**src/rtl/bpsk_frame_scheduler.sv**
```systemverilog
// Frame sequencer for the BPSK transmitter: preamble, sync word, length byte and payload.
// Each bit is held for one modulator symbol and advances on the modulator 'next' strobe.
module bpsk_frame_scheduler #(
  parameter int          PREAMBLE_BITS = 32,
  parameter logic [31:0] SYNC_WORD     = 32'h0000_D391,
  parameter int          SYNC_BITS     = 16
) (
  input  logic       clk,
  input  logic       reset,
  input  logic       start,
  input  logic [7:0] len,
  input  logic       abort,
  input  logic [7:0] byte_data,
  input  logic       byte_valid,
  output logic       byte_ready,
  input  logic       mod_next,
  output logic       mod_data,
  output logic       mod_enable,
  output logic       busy,
  output logic       done,
  output logic       underrun
);

  localparam int CNT_MAX = (PREAMBLE_BITS > SYNC_BITS) ?
                           ((PREAMBLE_BITS > 8) ? PREAMBLE_BITS : 8) :
                           ((SYNC_BITS > 8) ? SYNC_BITS : 8);
  localparam int CNT_W = $clog2(CNT_MAX + 1);
  localparam logic [CNT_W-1:0] PRE_LAST  = CNT_W'(PREAMBLE_BITS - 1);
  localparam logic [CNT_W-1:0] SYNC_LAST = CNT_W'(SYNC_BITS - 1);
  localparam logic [CNT_W-1:0] BYTE_LAST = CNT_W'(7);
  localparam logic [CNT_W-1:0] CNT_ONE   = CNT_W'(1);
  // Sync word left-justified so its first transmitted bit sits at bit 31.
  localparam logic [31:0] SYNC_ALIGNED = SYNC_WORD << (32 - SYNC_BITS);

  typedef enum logic [2:0] {
    S_IDLE,
    S_PREAMBLE,
    S_SYNC,
    S_LENGTH,
    S_PAYLOAD
  } state_e;

  state_e           state_q, state_d;
  logic [CNT_W-1:0] bit_cnt_q, bit_cnt_d;
  logic [31:0]      shift_q, shift_d;
  logic             mod_data_q, mod_data_d;
  logic             mod_enable_q, mod_enable_d;
  logic             busy_q, busy_d;
  logic             done_q, done_d;
  logic             underrun_q, underrun_d;
  logic [7:0]       len_q, len_d;
  logic [7:0]       left_q, left_d;
  logic [7:0]       fetched_q, fetched_d;
  logic [7:0]       hold_q, hold_d;
  logic             hold_full_q, hold_full_d;
  logic             abort_q, abort_d;

  logic boundary;
  logic xfer;
  logic byte_boundary;
  logic finish_ok;
  logic go_idle;

  assign boundary   = mod_enable_q && mod_next;
  // No fetching during the preamble; the first payload byte is prefetched during SYNC.
  assign byte_ready = busy_q && !hold_full_q && (fetched_q < len_q) && !abort
                      && (state_q != S_PREAMBLE);
  assign xfer       = byte_valid && byte_ready;

  assign mod_data   = mod_data_q;
  assign mod_enable = mod_enable_q;
  assign busy       = busy_q;
  assign done       = done_q;
  assign underrun   = underrun_q;

  always_comb begin
    state_d       = state_q;
    bit_cnt_d     = bit_cnt_q;
    shift_d       = shift_q;
    mod_data_d    = mod_data_q;
    mod_enable_d  = mod_enable_q;
    busy_d        = busy_q;
    done_d        = 1'b0;
    underrun_d    = 1'b0;
    len_d         = len_q;
    left_d        = left_q;
    fetched_d     = fetched_q;
    hold_d        = hold_q;
    hold_full_d   = hold_full_q || xfer;
    abort_d       = abort_q || (abort && (state_q != S_IDLE));
    byte_boundary = 1'b0;
    finish_ok     = 1'b0;
    go_idle       = 1'b0;

    if (xfer) begin
      hold_d    = byte_data;
      fetched_d = fetched_q + 8'd1;
    end

    case (state_q)
      S_IDLE: begin
        if (start) begin
          state_d      = S_PREAMBLE;
          busy_d       = 1'b1;
          mod_enable_d = 1'b1;
          mod_data_d   = 1'b1;
          len_d        = len;
          bit_cnt_d    = '0;
          fetched_d    = 8'd0;
          left_d       = 8'd0;
        end
      end
      S_PREAMBLE: begin
        if (boundary) begin
          if (bit_cnt_q == PRE_LAST) begin
            state_d    = S_SYNC;
            mod_data_d = SYNC_ALIGNED[31];
            shift_d    = SYNC_ALIGNED << 1;
            bit_cnt_d  = '0;
          end else begin
            mod_data_d = !mod_data_q;
            bit_cnt_d  = bit_cnt_q + CNT_ONE;
          end
        end
      end
      S_SYNC: begin
        if (boundary) begin
          if (bit_cnt_q == SYNC_LAST) begin
            state_d    = S_LENGTH;
            mod_data_d = len_q[7];
            shift_d    = {len_q[6:0], 25'd0};
            bit_cnt_d  = '0;
          end else begin
            mod_data_d = shift_q[31];
            shift_d    = shift_q << 1;
            bit_cnt_d  = bit_cnt_q + CNT_ONE;
          end
        end
      end
      S_LENGTH, S_PAYLOAD: begin
        if (boundary) begin
          if (bit_cnt_q == BYTE_LAST) begin
            if ((state_q == S_LENGTH && len_q == 8'd0) ||
                (state_q == S_PAYLOAD && left_q == 8'd1)) begin
              finish_ok = 1'b1;
            end else begin
              byte_boundary = 1'b1;
            end
          end else begin
            mod_data_d = shift_q[31];
            shift_d    = shift_q << 1;
            bit_cnt_d  = bit_cnt_q + CNT_ONE;
          end
        end
      end
      default: go_idle = 1'b1;
    endcase

    // Byte boundary consumes the old holding content; a same-cycle transfer refills it.
    if (byte_boundary) begin
      if (hold_full_q) begin
        state_d     = S_PAYLOAD;
        mod_data_d  = hold_q[7];
        shift_d     = {hold_q[6:0], 25'd0};
        bit_cnt_d   = '0;
        hold_full_d = xfer;
        left_d      = (state_q == S_LENGTH) ? len_q : (left_q - 8'd1);
      end else begin
        go_idle    = 1'b1;
        underrun_d = 1'b1;
      end
    end

    if (finish_ok) begin
      go_idle = 1'b1;
      done_d  = 1'b1;
    end

    // A latched abort pre-empts completion and underrun at the same boundary.
    if (abort_q && boundary) begin
      go_idle    = 1'b1;
      done_d     = 1'b0;
      underrun_d = 1'b0;
    end

    if (go_idle) begin
      state_d      = S_IDLE;
      bit_cnt_d    = '0;
      shift_d      = '0;
      mod_data_d   = 1'b0;
      mod_enable_d = 1'b0;
      busy_d       = 1'b0;
      len_d        = 8'd0;
      left_d       = 8'd0;
      fetched_d    = 8'd0;
      hold_d       = 8'd0;
      hold_full_d  = 1'b0;
      abort_d      = 1'b0;
    end
  end

  always_ff @(posedge clk) begin
    if (reset) begin
      state_q      <= S_IDLE;
      bit_cnt_q    <= '0;
      shift_q      <= '0;
      mod_data_q   <= 1'b0;
      mod_enable_q <= 1'b0;
      busy_q       <= 1'b0;
      done_q       <= 1'b0;
      underrun_q   <= 1'b0;
      len_q        <= 8'd0;
      left_q       <= 8'd0;
      fetched_q    <= 8'd0;
      hold_q       <= 8'd0;
      hold_full_q  <= 1'b0;
      abort_q      <= 1'b0;
    end else begin
      state_q      <= state_d;
      bit_cnt_q    <= bit_cnt_d;
      shift_q      <= shift_d;
      mod_data_q   <= mod_data_d;
      mod_enable_q <= mod_enable_d;
      busy_q       <= busy_d;
      done_q       <= done_d;
      underrun_q   <= underrun_d;
      len_q        <= len_d;
      left_q       <= left_d;
      fetched_q    <= fetched_d;
      hold_q       <= hold_d;
      hold_full_q  <= hold_full_d;
      abort_q      <= abort_d;
    end
  end

endmodule

```
**config.mk**
```make
export PLATFORM = sky130hd
export DESIGN_NAME = bpsk_frame_scheduler
export DESIGN_NICKNAME = d
export VERILOG_FILES = /design/src/rtl/bpsk_frame_scheduler.sv
export SDC_FILE = /design/constraint.sdc
export NUM_CORES = 1
export LEC_CHECK = 0
export ABC_CLOCK_PERIOD_IN_PS = 6050
export CAP_MARGIN = 20
export CORE_AREA = 2 2 119 121
export CTS_BUF_LIST = sky130_fd_sc_hd__clkbuf_16
export CTS_CLUSTER_DIAMETER = 60
export DETAILED_ROUTE_END_ITERATION = 16
export DIE_AREA = 0 0 121 123
export MAX_ROUTING_LAYER = met4
export SLEW_MARGIN = 20
export SYNTH_ARGS = -nofsm -noshare
export SYNTH_HDL_FRONTEND = slang
export SYNTH_SLANG_ARGS = --single-unit
```
**constraint.sdc**
```tcl
create_clock -name clk -period 6.05 [get_ports clk]
set_input_delay 1.815 -clock clk [delete_from_list [all_inputs] [get_ports clk]]
set_output_delay 1.815 -clock clk [all_outputs]
set_load 0.05 [all_outputs]
```
Word level (Yosys, flattened, before mapping) --
Index checks and enable logic that the tools add are counted.
Storage, ports and cells: output and inout port bits 6, logic and storage cells 114, register bits after elaboration 79, bits of input ports 22
Operators by class: magnitude comparators 1, mux-type cells 62, equal/unequal tests 9, reductions and logical operators 25, bitwise operators 1, add/sub/neg operators 3
Operators with widths (count):
- 32-bit two-way mux | 8
- 32-bit case mux with 3 select lines | 1
- 8-bit two-way mux | 8
- 6-bit two-way mux | 9
- 1-bit two-way mux | 26
- 6-bit case mux with 4 select lines | 1
- 3-bit two-way mux | 7
- 1-bit logical AND | 10
- 3-bit case mux with 3 select lines | 1
- 8-bit by 1-bit adder with 8-bit output, second input constant | 1
- 8-bit by 1-bit == test with 1-bit output, second input constant | 1
- 8-bit zero test | 1
- 8-bit < comparator | 1
- 8-bit by 1-bit subtractor with 8-bit output, second input constant | 1
- 6-bit by 1-bit adder with 6-bit output, second input constant | 1
- 3-bit by 2-bit == test with 1-bit output, second input constant | 2
- 6-bit by 3-bit == test with 1-bit output, second input constant | 1
- 6-bit by 4-bit == test with 1-bit output, second input constant | 1
- 6-bit by 5-bit == test with 1-bit output, second input constant | 1
- 2-bit OR reduction | 3
- 5-bit OR reduction | 1
- 1-bit case mux with 4 select lines | 1
- 3-bit by 1-bit == test with 1-bit output, second input constant | 1
- 3-bit == test, second input constant | 1
- 8 further kinds | 12

Logic depth before layout (Yosys ltp) --
word-level depth 11, gate-level depth with buffers 9, depth with buffers taken out 8

Worst setup path before layout --
Ideal clock, no wire load.
path type input-to-output, start point input port abort, end point output port byte_ready, path buffers 1, path slack 1261 ps, arrival 2974 ps, stages 5, data required time 4235 ps, cell sequence or4b_1 -> a211oi_2 -> o21ai_1 -> buf_2 -> inv_2
Between the ends: cells in the longest elaborated chain, start to end 3
Ends and longest elaborated chain:
- from (decl) | line 12 | input logic abort,
- 1-bit zero test | line 66 | assign byte_ready = busy_q && !hold_full_q && (fetched_q < len_q) && !abort
- 1-bit logical AND | line 66
- 1-bit logical AND | line 67 | && (state_q != S_PREAMBLE);
- to (decl) | line 15 | output logic byte_ready,
Every way passes these cells.

Final worst setup path --
Same ends and word-level chain as after synthesis.

==> run summary <==
min cycle time layout: 5.33 ns
Synth Warn #: 0
Synth area leader: dfxtp_1
commonest non-fill, non-tap cell in the layout: dfxtp_1
DRC: 0
Inst Count DP: 662
Post-DRT Antenna Nets: 0
# IOs: 28
Synth area leaders: dfxtp_1 40%, nor2_1 6.7%, a21oi_1 5.3%
die height: 123 um
post-place setup slack: 0.720 ns
Layout fillers: 1,370
Setup crit start: abort
Seq. cell area: 1580 um2
number of global-route vias before repair: 3,187
Fin. Hold Viols: 0
row count: 43
Pwr Density: 246 nW/um2
CTS tree: built
Core ar.: 13,600 um2
syn nets: 517
Sw Ratio: 0.261
port buffer count: 27
Placed Area: 4360 um2
largest net degree at the start of global routing: 36
CTS H-tree lvls: 3
R2R Path Start: state_q[1]$_SDFF_PP0_
crit-path leading delay family: buffers and inverters
CP max FO: 11
mean routed wirelength per cell: 14.7 um
Post-synth EDFFs: 0
maximum VDD drop: 0.000150 V
chip width: 121 um
highest clock rate: 187 MHz
most frequent cells in the layout: 79 x dfxtp_1, 71 x nor2_1, 45 x nand2_1, 42 x a21oi_1, 26 x clkdlybuf4s50_1
worst rel slew slack: 0.286
cells after synthesis: 484
Critical Path Slowest Stage Cell: or4b_1
ratio of cells with drive above 1 in the final layout: 0.0743
period utilization: 0.882
Critical Path RT: 4.24 ns
Inserted Clock Buffers: 9
DRC violation total after the first TritonRoute iteration: 401
hold crit path type: flop to flop
mapped cell area: 4000 um2
Resized Gates After CTS: 0
Die ar.: 14,900 um2
clk buf depth: 2
status: finished clean
Non-Filler Instances: 678
NetSw: 0.298 mW
initial core utilization: 0.294
Worst setup EP type: primary output
hold path startpoint: shift_q[0]$_SDFF_PP0_
Area Growth Syn to Fin: 16.0%
Pint: 0.842 mW
min setup slack post-route: 0.716 ns
top-area cell type share of the netlist area: 0.395
fin area: 4640 um2
ys async rst share: 0
Via density: 5.24
routability cong.: 0.828
CTS sink cnt: 79
Avg Inst Size Synth: 8.26 um2
Post-CTS Setup Bufs: 0
DR vias: 3,554
final core occ: 0.341
hold_buf cts: 0
part of the power in combinational logic: 0.079
CP Launch Type: primary input
Netlist cell types: 70
root buf cell: clkbuf_16
number of max-cap violations: 0
clock skew: 0.0130 ns
initial antenna violation count: 0
crit path DAT: 3.52 ns
Post-Route Setup TNS: 0 ns
grt ovf: 0
diodes inserted: 0
Clk Latency, worst-skew pair: 0.34 ns
sequential area share after synthesis: 0.395
Max Slew Vio Count: 0
Buffers & Inverters on Critical Path: 3
DR pass1 iterations: 5
unrepaired setup endpoints after global routing: no
sequential group share of total power: 0.475
Yosys reg bits: 79
ys flop type: dfxtp_1
GRT Overall Usage: 0.139
global-route wire length before repair: 16.2 mm
area of the multi-input gates: 2200 um2
dpl hpwl: 6.81 mm
Crit path largest cell delay: 0.53 ns
clock power share: 0.447
nets@finish: 526
Static Leak: 1.61 nW
Crit Path Class: primary input to primary output
critical path, cell by cell: clkdlybuf4s50_1, or4b_1, a211oi_2, o21ai_1, inv_2, buf_12
# setup viols final: 0
WL final: 9.98 mm
Clk pin slew, worst setup/hold paths: 0.06 ns
Worst-Margin Slew: 1.07 ns
==> kinds of logic after synthesis <==
| group | synth area share |
|---|---|
| multiplexers | 0.0303 |
| flip-flops | 0.395 |
| AO/OA/AOI/OAI | 0.229 |
| AND/OR/NAND/NOR | 0.236 |
| buffers and inverters | 0.0554 |
| XOR/XNOR | 0.0197 |
| adder cells (fa/ha/maj) | 0.0344 |
==> layer usage <==
metal | GRT usage | vias to the layer above | wire length (um)
met3 | 0.0277 | 12 | 480
met1 | 0.189 | 1675 | 4840
li1 | - | 1763 | -
met2 | 0.211 | 104 | 4540
met4 | 0.0378 | 0 | 119
met5 | - | - | 0
==> worst min-delay path: stages, from the launching register on <==
cell     delay [ns]
dfxtp_1        0.31
nand2_1        0.05
nor2_1         0.03
==> final cells by class <==
type,instances,area share
multi-input combinational,357,0.474
sequential,79,0.341
timing repair buffer,29,0.0637
clock buffer,9,0.0486
tap,180,0.0486
inverter,17,0.0138
clock inverter,7,0.0103
==> power by group through the flow <==
stage	Sequential (mW)	Clock (mW)	Combinational, mW
after floorplan	0.548	0	0.0576
after global placement	0.552	0	0.0876
after detailed placement	0.553	0	0.0893
after CTS	0.541	0.516	0.0895
after global routing	0.542	0.539	0.0992
final	0.541	0.509	0.0897
==> cell usage after synthesis, types with 3 or more instances <==
library cell / n
nand2b_1: 4
o21a_1: 3
buf_4: 4
nor2_1: 71
a211oi_1: 13
a22oi_1: 24
nor3_1: 10
and2_1: 3
inv_1: 14
or4_1: 3
nor4_1: 4
nand2_1: 46
a21oi_1: 42
and4_1: 3
buf_2: 9
a222oi_1: 3
mux2i_1: 11
clkbuf_1: 16
o21ai_1: 5
o211ai_1: 7
and3_1: 4
nand3_1: 11
xnor2_1: 6
xor2_1: 3
dfxtp_1: 79
nor2b_1: 4
ha_1: 11
or3_1: 8
o21ai_0: 15
==> metrics by stage <==
stage	power [mW]	hold WS [ns]
3_3_place_gp	0.640	0.416
5_1_grt	1.18	0.458
4_1_cts	1.15	0.436
2_1_floorplan	0.606	0.409
6_report	1.14	0.433
3_5_place_dp	0.642	0.425
==> worst paths after layout <==
path | end | slack, ns | cells after the start
worst min-delay path | shift_q[0]$_SDFF_PP0_ | 0.43 | 2
worst max-delay path | byte_ready | 0.72 | 6
worst min register to register | shift_q[0]$_SDFF_PP0_ | 0.43 | 2
worst max register to register | shift_q[31]$_SDFF_PP0_ | 2.68 | 6
==> sequential cells by signal (all words and copies together), names as in the netlist, 3 cells and up <==
signal	cells
fetched_q	8
state_q	3
len_q	8
hold_q	8
bit_cnt_q	6
left_q	8
shift_q	32
No activity file was read; power rests on OpenSTA's default activity.
